`config.mk`:
```
export PLATFORM = sky130hd
export DESIGN_NAME = vending_machine_param
export DESIGN_NICKNAME = d
export VERILOG_FILES = /design/src/rtl/vending_pkg.sv /design/src/rtl/vending_change_select.sv /design/src/rtl/vending_machine_param.sv
export SDC_FILE = /design/constraint.sdc
export NUM_CORES = 1
export LEC_CHECK = 0
export BUFFER_PORTS_ARGS = -buffer_cell sky130_fd_sc_hd__buf_2
export CORE_AREA = 2 2 47 49
export CTS_BUF_LIST = sky130_fd_sc_hd__clkbuf_16
export DETAILED_ROUTE_END_ITERATION = 10
export DIE_AREA = 0 0 49 51
export PLACE_DENSITY = 0.73
export SLEW_MARGIN = 20
export SYNTH_ARGS = -nofsm -noshare
export SYNTH_HDL_FRONTEND = slang
export SYNTH_HIERARCHICAL = 1
export SYNTH_SLANG_ARGS = --single-unit
```
`constraint.sdc`:
```
create_clock -name clock -period 5.34 [get_ports clock]
set_input_delay 0.801 -clock clock [delete_from_list [all_inputs] [get_ports clock]]
set_output_delay 0.801 -clock clock [all_outputs]
set_load 0.01 [all_outputs]
```
`src/rtl/vending_pkg.sv`:
```
// Shared types and coin values for the vending controller.
// All values are in nickel units.
package vending_pkg;

  typedef enum logic [1:0] {
    IDLE   = 2'd0,
    VEND   = 2'd1,
    CHANGE = 2'd2,
    REFUND = 2'd3
  } state_t;

  localparam int NICKEL_V  = 1;
  localparam int DIME_V    = 2;
  localparam int QUARTER_V = 5;
  localparam int DDIME_V   = 4;

endpackage

```
`src/rtl/vending_change_select.sv`:
```
// Greedy change selector: picks the largest payable coin for the current credit
// and reports how much credit that coin removes.
module vending_change_select
  import vending_pkg::*;
#(
  parameter int CREDIT_W = 4
) (
  input  logic [CREDIT_W-1:0] credit,
  output logic [2:0]          give_onehot,  // {doubledime, dime, nickel}
  output logic [CREDIT_W-1:0] decrement
);

  // Largest-coin-first selection
  always_comb begin
    give_onehot = 3'b000;
    decrement   = '0;
    if (credit >= CREDIT_W'(DDIME_V)) begin
      give_onehot = 3'b100;
      decrement   = CREDIT_W'(DDIME_V);
    end else if (credit >= CREDIT_W'(DIME_V)) begin
      give_onehot = 3'b010;
      decrement   = CREDIT_W'(DIME_V);
    end else begin
      give_onehot = 3'b001;
      decrement   = CREDIT_W'(NICKEL_V);
    end
  end

endmodule

```
`src/rtl/vending_machine_param.sv`:
```
// Parametrised vending controller: accumulates coin credit, vends at PRICE and
// pays out change or refunds one coin per cycle. Outputs decode from registers only.
module vending_machine_param
  import vending_pkg::*;
#(
  parameter int PRICE    = 5,
  parameter int CREDIT_W = 4
) (
  input  logic                clock,
  input  logic                reset,
  input  logic                nickel,
  input  logic                dime,
  input  logic                quarter,
  input  logic                cancel,
  output logic                ready,
  output logic                deliver,
  output logic                give_nickel,
  output logic                give_dime,
  output logic                give_doubledime,
  output logic                coin_reject,
  output logic [CREDIT_W-1:0] credit
);

  // Max credit is PRICE-1 plus a quarter, which must fit the register
  if ((2**CREDIT_W <= PRICE + 4) || (PRICE < 1)) begin : g_param_check
    $error("vending_machine_param: PRICE out of range for CREDIT_W");
  end

  state_t                state_r, state_nxt_s;
  logic [CREDIT_W-1:0]   credit_r, credit_nxt_s;
  logic                  coin_reject_r, coin_reject_nxt_s;
  logic [CREDIT_W:0]     coin_value_s;
  logic [CREDIT_W:0]     sum_s;
  logic                  coin_legal_s;
  logic                  coin_any_s;
  logic [2:0]            give_onehot_s;
  logic [CREDIT_W-1:0]   change_dec_s;

  vending_change_select #(.CREDIT_W(CREDIT_W)) u_change_select (
    .credit      (credit_r),
    .give_onehot (give_onehot_s),
    .decrement   (change_dec_s)
  );

  // Coin decode: a legal coin is exactly one coin input high
  always_comb begin
    coin_value_s = '0;
    coin_legal_s = 1'b0;
    case ({quarter, dime, nickel})
      3'b001: begin coin_value_s = (CREDIT_W+1)'(NICKEL_V);  coin_legal_s = 1'b1; end
      3'b010: begin coin_value_s = (CREDIT_W+1)'(DIME_V);    coin_legal_s = 1'b1; end
      3'b100: begin coin_value_s = (CREDIT_W+1)'(QUARTER_V); coin_legal_s = 1'b1; end
      default: begin coin_value_s = '0; coin_legal_s = 1'b0; end
    endcase
    coin_any_s = nickel | dime | quarter;
    sum_s      = {1'b0, credit_r} + coin_value_s;
  end

  // Next-state, next-credit and coin-reject decision
  always_comb begin
    state_nxt_s       = state_r;
    credit_nxt_s      = credit_r;
    coin_reject_nxt_s = 1'b0;
    case (state_r)
      IDLE: begin
        if (cancel) begin
          // A coin arriving with cancel is never credited
          coin_reject_nxt_s = coin_any_s;
          if (credit_r != '0) begin
            state_nxt_s = REFUND;
          end else begin
            state_nxt_s = IDLE;
          end
        end else if (coin_legal_s) begin
          credit_nxt_s = sum_s[CREDIT_W-1:0];
          if (sum_s >= (CREDIT_W+1)'(PRICE)) begin
            state_nxt_s = VEND;
          end else begin
            state_nxt_s = IDLE;
          end
        end else begin
          coin_reject_nxt_s = coin_any_s;
        end
      end
      VEND: begin
        coin_reject_nxt_s = coin_any_s;
        credit_nxt_s      = credit_r - CREDIT_W'(PRICE);
        if (credit_r != CREDIT_W'(PRICE)) begin
          state_nxt_s = CHANGE;
        end else begin
          state_nxt_s = IDLE;
        end
      end
      CHANGE, REFUND: begin
        coin_reject_nxt_s = coin_any_s;
        credit_nxt_s      = credit_r - change_dec_s;
        if (credit_r <= change_dec_s) begin
          credit_nxt_s = '0;
          state_nxt_s  = IDLE;
        end else begin
          state_nxt_s = state_r;
        end
      end
      default: begin
        state_nxt_s  = IDLE;
        credit_nxt_s = '0;
      end
    endcase
  end

  // State, credit and reject registers with synchronous active-low reset
  always_ff @(posedge clock) begin
    if (!reset) begin
      state_r       <= IDLE;
      credit_r      <= '0;
      coin_reject_r <= 1'b0;
    end else begin
      state_r       <= state_nxt_s;
      credit_r      <= credit_nxt_s;
      coin_reject_r <= coin_reject_nxt_s;
    end
  end

  // Output decode from registered state only
  always_comb begin
    ready           = (state_r == IDLE);
    deliver         = (state_r == VEND);
    coin_reject     = coin_reject_r;
    credit          = credit_r;
    give_doubledime = 1'b0;
    give_dime       = 1'b0;
    give_nickel     = 1'b0;
    if ((state_r == CHANGE) || (state_r == REFUND)) begin
      {give_doubledime, give_dime, give_nickel} = give_onehot_s;
    end else begin
      {give_doubledime, give_dime, give_nickel} = 3'b000;
    end
  end

endmodule
```
==> summary.md, run 1 <==
| Metric | Value |
|---|---|
| Cell row count | `17` |
| Worst Setup Start Kind | `flop` |
| Final instance area | `991.0 um2` |
| CTS H-tree lvls | `1` |
| Crit share post-route | `0.4484` |
| Hold Fails Final Rpt | `0` |
| Reg2reg start | `credit[3]` |
| Total Wirelength | `1851 um` |
| Status | `finished clean` |
| Synth Area in Compound Gates | `0.2347` |
| GRT Overall Usage | `0.1642` |
| Main synth FF type | `dfxtp_1` |
| Worst Setup SP | `credit[3]` |
| First-pass GRT wire length | `3270 um` |
| Max-cap viol count | `0` |
| Die H | `51 um` |
| Finished Layout Cells | `145` |
| Cells after Synth | `107` |
| Number of global-route vias before repair | `777` |
| Reg clk slew, reported paths | `0.03 ns` |
| Tmin final | `2.394 ns` |
| CP Data Required Time | `5.46 ns` |
| Adder-cell share of the synthesized area | `0.1895` |
| Routing usage on met1 | `0.2079` |
| Inst Count DP | `141` |
| Max Slew Vio Count | `0` |
| FF+latch area | `140.1 um2` |
| Filler Cell Count | `209` |
| Core Area | `2063 um2` |
| Main combinational cell family by area after synthesis | `compound AO/OA/AOI/OAI gates` |
| Slew margin rel. | `0.6591` |
| YS warnings | `6` |
| Layout Skew | `0.0007804 ns` |
| Total gr overflow | `0` |
| CTS tree | `built` |
| Synth Register Bits | `7` |
| First-pass detailed-route iteration total | `4` |
| Post-Place Cell Area | `912.1 um2` |
| Synth top area share | `0.1633` |
| Register area share after synthesis | `0.1633` |
| Layout cells sized above 1 | `0.2222` |
| Post-synth ARST share | `0` |
| Root Buffer | `clkbuf_16` |
| Number of CTS-inserted buffers | `3` |
| P per Cell Area | `680.8 nW/um2` |
| Final Setup Violations | `0` |
| Post-route ant nets | `0` |
| Fmax | `417.6 MHz` |
| Buffers on Ports | `15` |
| Met3 Use GR | `0.03509` |
| Post-CTS setup repair buffer count | `0` |
| Kind of critical path | `reg2reg` |
| CP endpoint kind | `flop` |
| Area of the multi-input gates | `628.1 um2` |
| DRC | `0` |
| Gpl congestion | `0.9020` |
| RSZ-0062 raised after global routing | `no` |
| Wire per inst | `12.77 um` |
| R2R Setup Slk | `2.95 ns` |
| Initial Util | `0.4160` |
| Die width | `49 um` |
| Largest net degree at the start of global routing | `13` |
| Largest area contributor in the netlist | `dfxtp_1` |
| P_leak | `0.0004499 uW` |
| Max Fanout on Critical Path | `11` |
| Synthesized area per cell | `8.022 um2` |
| Synth top cells by count | `10 x a21oi_1, 9 x ha_1, 9 x inv_1` |
| DR vias/cell | `5.407` |
| Clock buffer depth | `2` |
| Top-count cell post-synth | `a21oi_1` |
| WP data arrival | `2.51 ns` |
| Top cells by area, synth | `dfxtp_1 16%, ha_1 13%, a21oi_1 5.8%, xor2_1 5.1%, fa_1 4.7%` |
| Ant. Diodes | `0` |
| Setup TNS | `0 ns` |
| Slew @ Worst Pin | `0.5095 ns` |
| Post-DP HPWL | `1447 um` |
| Area of the mapped netlist | `858.3 um2` |
| Initial antenna violation count | `0` |
| Total power | `674.6 uW` |
| Met2 usage in global routing | `0.2694` |
| Post-CTS Hold Buffers | `0` |
| Post-synthesis xor/xnor area fraction | `0.08163` |
| Simple-gate share of the synthesized area | `0.2216` |
| Worst Hold Class | `reg2reg` |
| Gr busiest metal | `met2` |
| Worst-skew pair later-pin latency | `0.23 ns` |
| CTS sink count | `7` |
| # IOs | `16` |
| CTS resizes | `0` |
| First DRT Iteration DRCs | `18` |
| # nets final | `135` |
| Post-synthesis mux area share | `0` |
| Area Growth Syn to Fin | `15.45%` |
| Via count | `784` |
| Syn Nets | `124` |
| Die Area | `2499 um2` |
| Number of synthesized flops with an enable pin | `0` |
| VDD IR max | `253.3 uV` |
| Number of distinct library cells after synthesis | `41` |
| Critical hold path startpoint | `credit[0]` |
==> per-stage QoR <==
step	setup slack, ns	hold WS (ns)	util
6_report	2.946	0.5938	0.4803
5_1_grt	2.770	0.6385	0.4803
4_1_cts	2.922	0.5970	0.4803
3_5_place_dp	2.720	0.5919	0.4421
3_3_place_gp	2.747	0.5744	0.4421
2_1_floorplan	2.826	0.5558	-
==> kinds of logic (layout without fill, tap and decap cells) <==
kind of cell | count (synthesis) | after routing
AND/OR/NAND/NOR | 31 | 31
AO/OA/AOI/OAI | 30 | 30
buffers and inverters | 18 | 28
adder cells (fa/ha/maj) | 12 | 12
XOR/XNOR | 8 | 8
flip-flops | 7 | 7
other | 1 | 1
==> final cells by class <==
cell class / count / share of cell area
clock buffer: 3 / 0.07576
sequential: 7 / 0.1414
timing repair buffer: 15 / 0.07576
multi-input combinational: 82 / 0.6338
tap: 28 / 0.03535
inverter: 9 / 0.03409
clock inverter: 1 / 0.003788
==> worst paths after layout <==
path,end,cells past startpoint
min,credit[0],2
max reg2reg,credit[1],9
max,credit[1],9
min reg2reg,credit[0],2
==> cells in the final DEF (no fill, tap or decap), drive strengths merged, types with 2 or more instances in the layout <==
master and instances:
o22ai 3, nor2b 3, and2 4, clkbuf 3, xnor2 3, inv 10, nor2 5, o31a 2
a21oi 10, nor3b 2, o21ai 7, dfxtp 7, nand2 6, xor2 5, nor3 4, fa 2
ha 9, buf 15
==> worst max-delay path, stage by stage (launching register included) <==
cell,delay [ns]
dfxtp_1,0.43
nor3_1,0.30
ha_1,0.21
inv_1,0.05
fa_1,0.40
a211oi_1,0.36
nor3_2,0.13
a21oi_1,0.16
o22ai_1,0.08
and2_1,0.15
==> metal layers <==
metal | wire length [um] | part of all wire
met1 | 832 | 0.45
met2 | 895 | 0.48
met3 | 92 | 0.050
met4 | 30 | 0.016
met5 | 0 | 0
==> flip-flops by register name (all words and copies together), names as in the netlist <==
| register | count |
|---|---|
| coin_reject | 1 |
| state_r | 2 |
| credit | 4 |
==> where the power goes <==
part           switching, uW  internal, uW  leakage [uW]
clock                   25.7          97.1     0.0000423
combinational            228           191      0.000350
sequential              57.8          74.6     0.0000578
total                    311           363      0.000450
Note: power is estimated with default switching activity, not from simulation.
==> inputs of run 2 (changes only) <==
--- a/config.mk
+++ b/config.mk
@@ -10,7 +10,7 @@
 export CTS_BUF_LIST = sky130_fd_sc_hd__clkbuf_16
 export DETAILED_ROUTE_END_ITERATION = 10
 export DIE_AREA = 0 0 49 51
-export PLACE_DENSITY = 0.73
+export PLACE_DENSITY = 0.75
 export SLEW_MARGIN = 20
 export SYNTH_ARGS = -nofsm -noshare
 export SYNTH_HDL_FRONTEND = slang
==> constraint.sdc (replaced) <==
create_clock -name clock -period 2.2 [get_ports clock]
set_input_delay 0.33 -clock clock [delete_from_list [all_inputs] [get_ports clock]]
set_output_delay 0.33 -clock clock [all_outputs]
set_load 0.01 [all_outputs]
==> summary.md, run 2 (synthesis results as in run 1) <==
| Metric | Value |
|---|---|
| Status | `finished clean` |
| Max Fanout on Critical Path | `5 (-6)` |
| P per Cell Area | `1728 nW/um2 (+150%)` |
| Root Buffer | `clkbuf_16` |
| Clock buffer depth | `2 (unchanged)` |
| CP cell instances | `nor3_2, ha_2, inv_1, fa_2, a211oi_4, nor3_4, a21oi_2, o22ai_1, and2_1` |
| Fin Hold WS | `0.4100 ns (-0.1838 ns)` |
| Finished Layout Cells | `153 (+5.5%)` |
| Largest register FFs | `4 (unchanged)` |
| Largest net degree at the start of global routing | `13 (unchanged)` |
| Initial Util | `0.4160 (unchanged)` |
| Number of global-route vias before repair | `791 (+1.8%)` |
| Setup TNS | `0 ns (unchanged)` |
| Worst Setup Start Kind | `flop` |
| CP endpoint kind | `flop` |
| Cell row count | `17 (unchanged)` |
| Post-CTS setup repair buffer count | `0 (unchanged)` |
| CP Data Required Time | `2.32 ns (-3.14 ns)` |
| Core Area | `2063 um2 (unchanged)` |
| Die width | `49 um (unchanged)` |
| Post-route ant nets | `0 (unchanged)` |
| Wire per inst | `12.75 um (-0.16%)` |
| WP data arrival | `2.22 ns (-0.29 ns)` |
| Critical path's slowest cell | `fa_2` |
| Number of CTS-inserted buffers | `3 (unchanged)` |
| Post-DP HPWL | `1525 um (+5.3%)` |
| Area Growth Syn to Fin | `26.68%` |
| # nets final | `143 (+5.9%)` |
| VDD IR max | `764.0 uV (+200%)` |
| # IOs | `16 (unchanged)` |
| Total gr overflow | `0 (unchanged)` |
| DRC | `0 (unchanged)` |
| Max-cap viol count | `0 (unchanged)` |
| Placement Setup Slack | `-0.1054 ns (-2.825 ns)` |
| Layout cells sized above 1 | `0.3280 (+0.1058)` |
| Commonest cells after routing, fill and taps aside | `15 x buf_2, 9 x inv_1, 9 x a21oi_1` |
| Layout Skew | `0.002955 ns (+0.002175 ns)` |
| Worst-skew pair later-pin latency | `0.23 ns (about the same)` |
| Max Slew Vio Count | `0 (unchanged)` |
| Die H | `51 um (unchanged)` |
| Gpl congestion | `0.8560 (-5.1%)` |
| Worst setup slack after layout | `0.09819 ns (-2.847 ns)` |
| Total Wirelength | `1950 um (+5.3%)` |
| Final Setup Violations | `0 (unchanged)` |
| Worst Hold Class | `in2reg` |
| Reg clk slew, reported paths | `0.04 ns (about the same)` |
| First-pass GRT wire length | `3381 um (+3.4%)` |
| Most common cell after layout, fill and taps aside | `buf_2` |
| Hold Fails Final Rpt | `0 (unchanged)` |
| DR vias/cell | `5.301 (-2.0%)` |
| Crit share post-route | `0.9554 (+0.5070)` |
| Ant. Diodes | `0 (unchanged)` |
| Fmax | `475.8 MHz (+14%)` |
| CTS sink count | `7 (unchanged)` |
| GRT Overall Usage | `0.1684 (+0.004297)` |
| Kind of critical path | `reg2reg` |
| First-pass detailed-route iteration total | `4 (unchanged)` |
| CTS H-tree lvls | `1 (unchanged)` |
| P_leak | `0.0004906 uW (+9.1%)` |
| CTS tree | `built` |
| Initial antenna violation count | `0 (unchanged)` |
| First DRT Iteration DRCs | `13 (-5)` |
| Via count | `811 (+3.4%)` |
| Die Area | `2499 um2 (unchanged)` |
| Buffers on Ports | `15 (unchanged)` |
| Worst path max stage delay | `0.37 ns (-0.06 ns)` |
| Tmin final | `2.102 ns (-0.2926 ns)` |
| Inst Count DP | `149 (+5.7%)` |
-- run 2: through the flow --
stage / util / area (um2) / total power [uW]
3_5_place_dp: 0.4712 / 972.2 / 1405
5_1_grt: 0.5270 / 1087 / 2045
6_report: 0.5270 / 1087 / 1879
3_3_place_gp: 0.4712 / 972.2 / 1372
4_1_cts: 0.5149 / 1062 / 1755
2_1_floorplan: - / 858.3 / 1132
-- run 2: metal layers --
layer  wire (um)  global-route usage  vias to the layer above  part of all wire
met4           0             0.01905                        0                 0
met1         848              0.2093                      373              0.43
li1            -                   -                      404                 -
met3         107             0.02047                        0             0.055
met5           0                   0                        -                 0
met2         994              0.3196                       34              0.51
-- run 2: what timing repair did --
action	in CTS	in global routing
hold buffers	0	0
pin swaps	0	3
setup endpoints to repair	1	2
resized for setup	2	6
-- run 2: final timing paths --
| kind | from | endpoint | slack (ns) | cells after the start |
|---|---|---|---|---|
| worst max-delay path | credit[2] | credit[1] | 0.1 | 9 |
| worst max register to register | credit[2] | credit[1] | 0.1 | 9 |
| worst min register to register | credit[0] | credit[0] | 0.62 | 3 |
| worst min-delay path | reset | coin_reject | 0.41 | 3 |
-- run 2: cell type report --
class	count	area, um2
repair buffers	23	135.1
flip-flops and latches	7	140.1
clock buffers	3	75.07
fillers	213	975.9
well taps	28	35.03
multi-input cells	82	663.1
inverters	9	33.78
clock inverters	1	5.005
-- run 2: critical path: cells and delay by family, from the launching register on --
kind / cells / cell delay [ns]
AO/OA/AOI/OAI: 3 / 0.57
adder cells (fa/ha/maj): 2 / 0.58
buffers and inverters: 1 / 0.05
flip-flops: 1 / 0.34
AND/OR/NAND/NOR: 3 / 0.45
-- run 2: where the power goes --
| part | total [uW] | internal (uW) | switching (uW) |
|---|---|---|---|
| combinational | 1320 | 605 | 714 |
| sequential | 255 | 181 | 73.7 |
| clock | 304 | 238 | 66.3 |
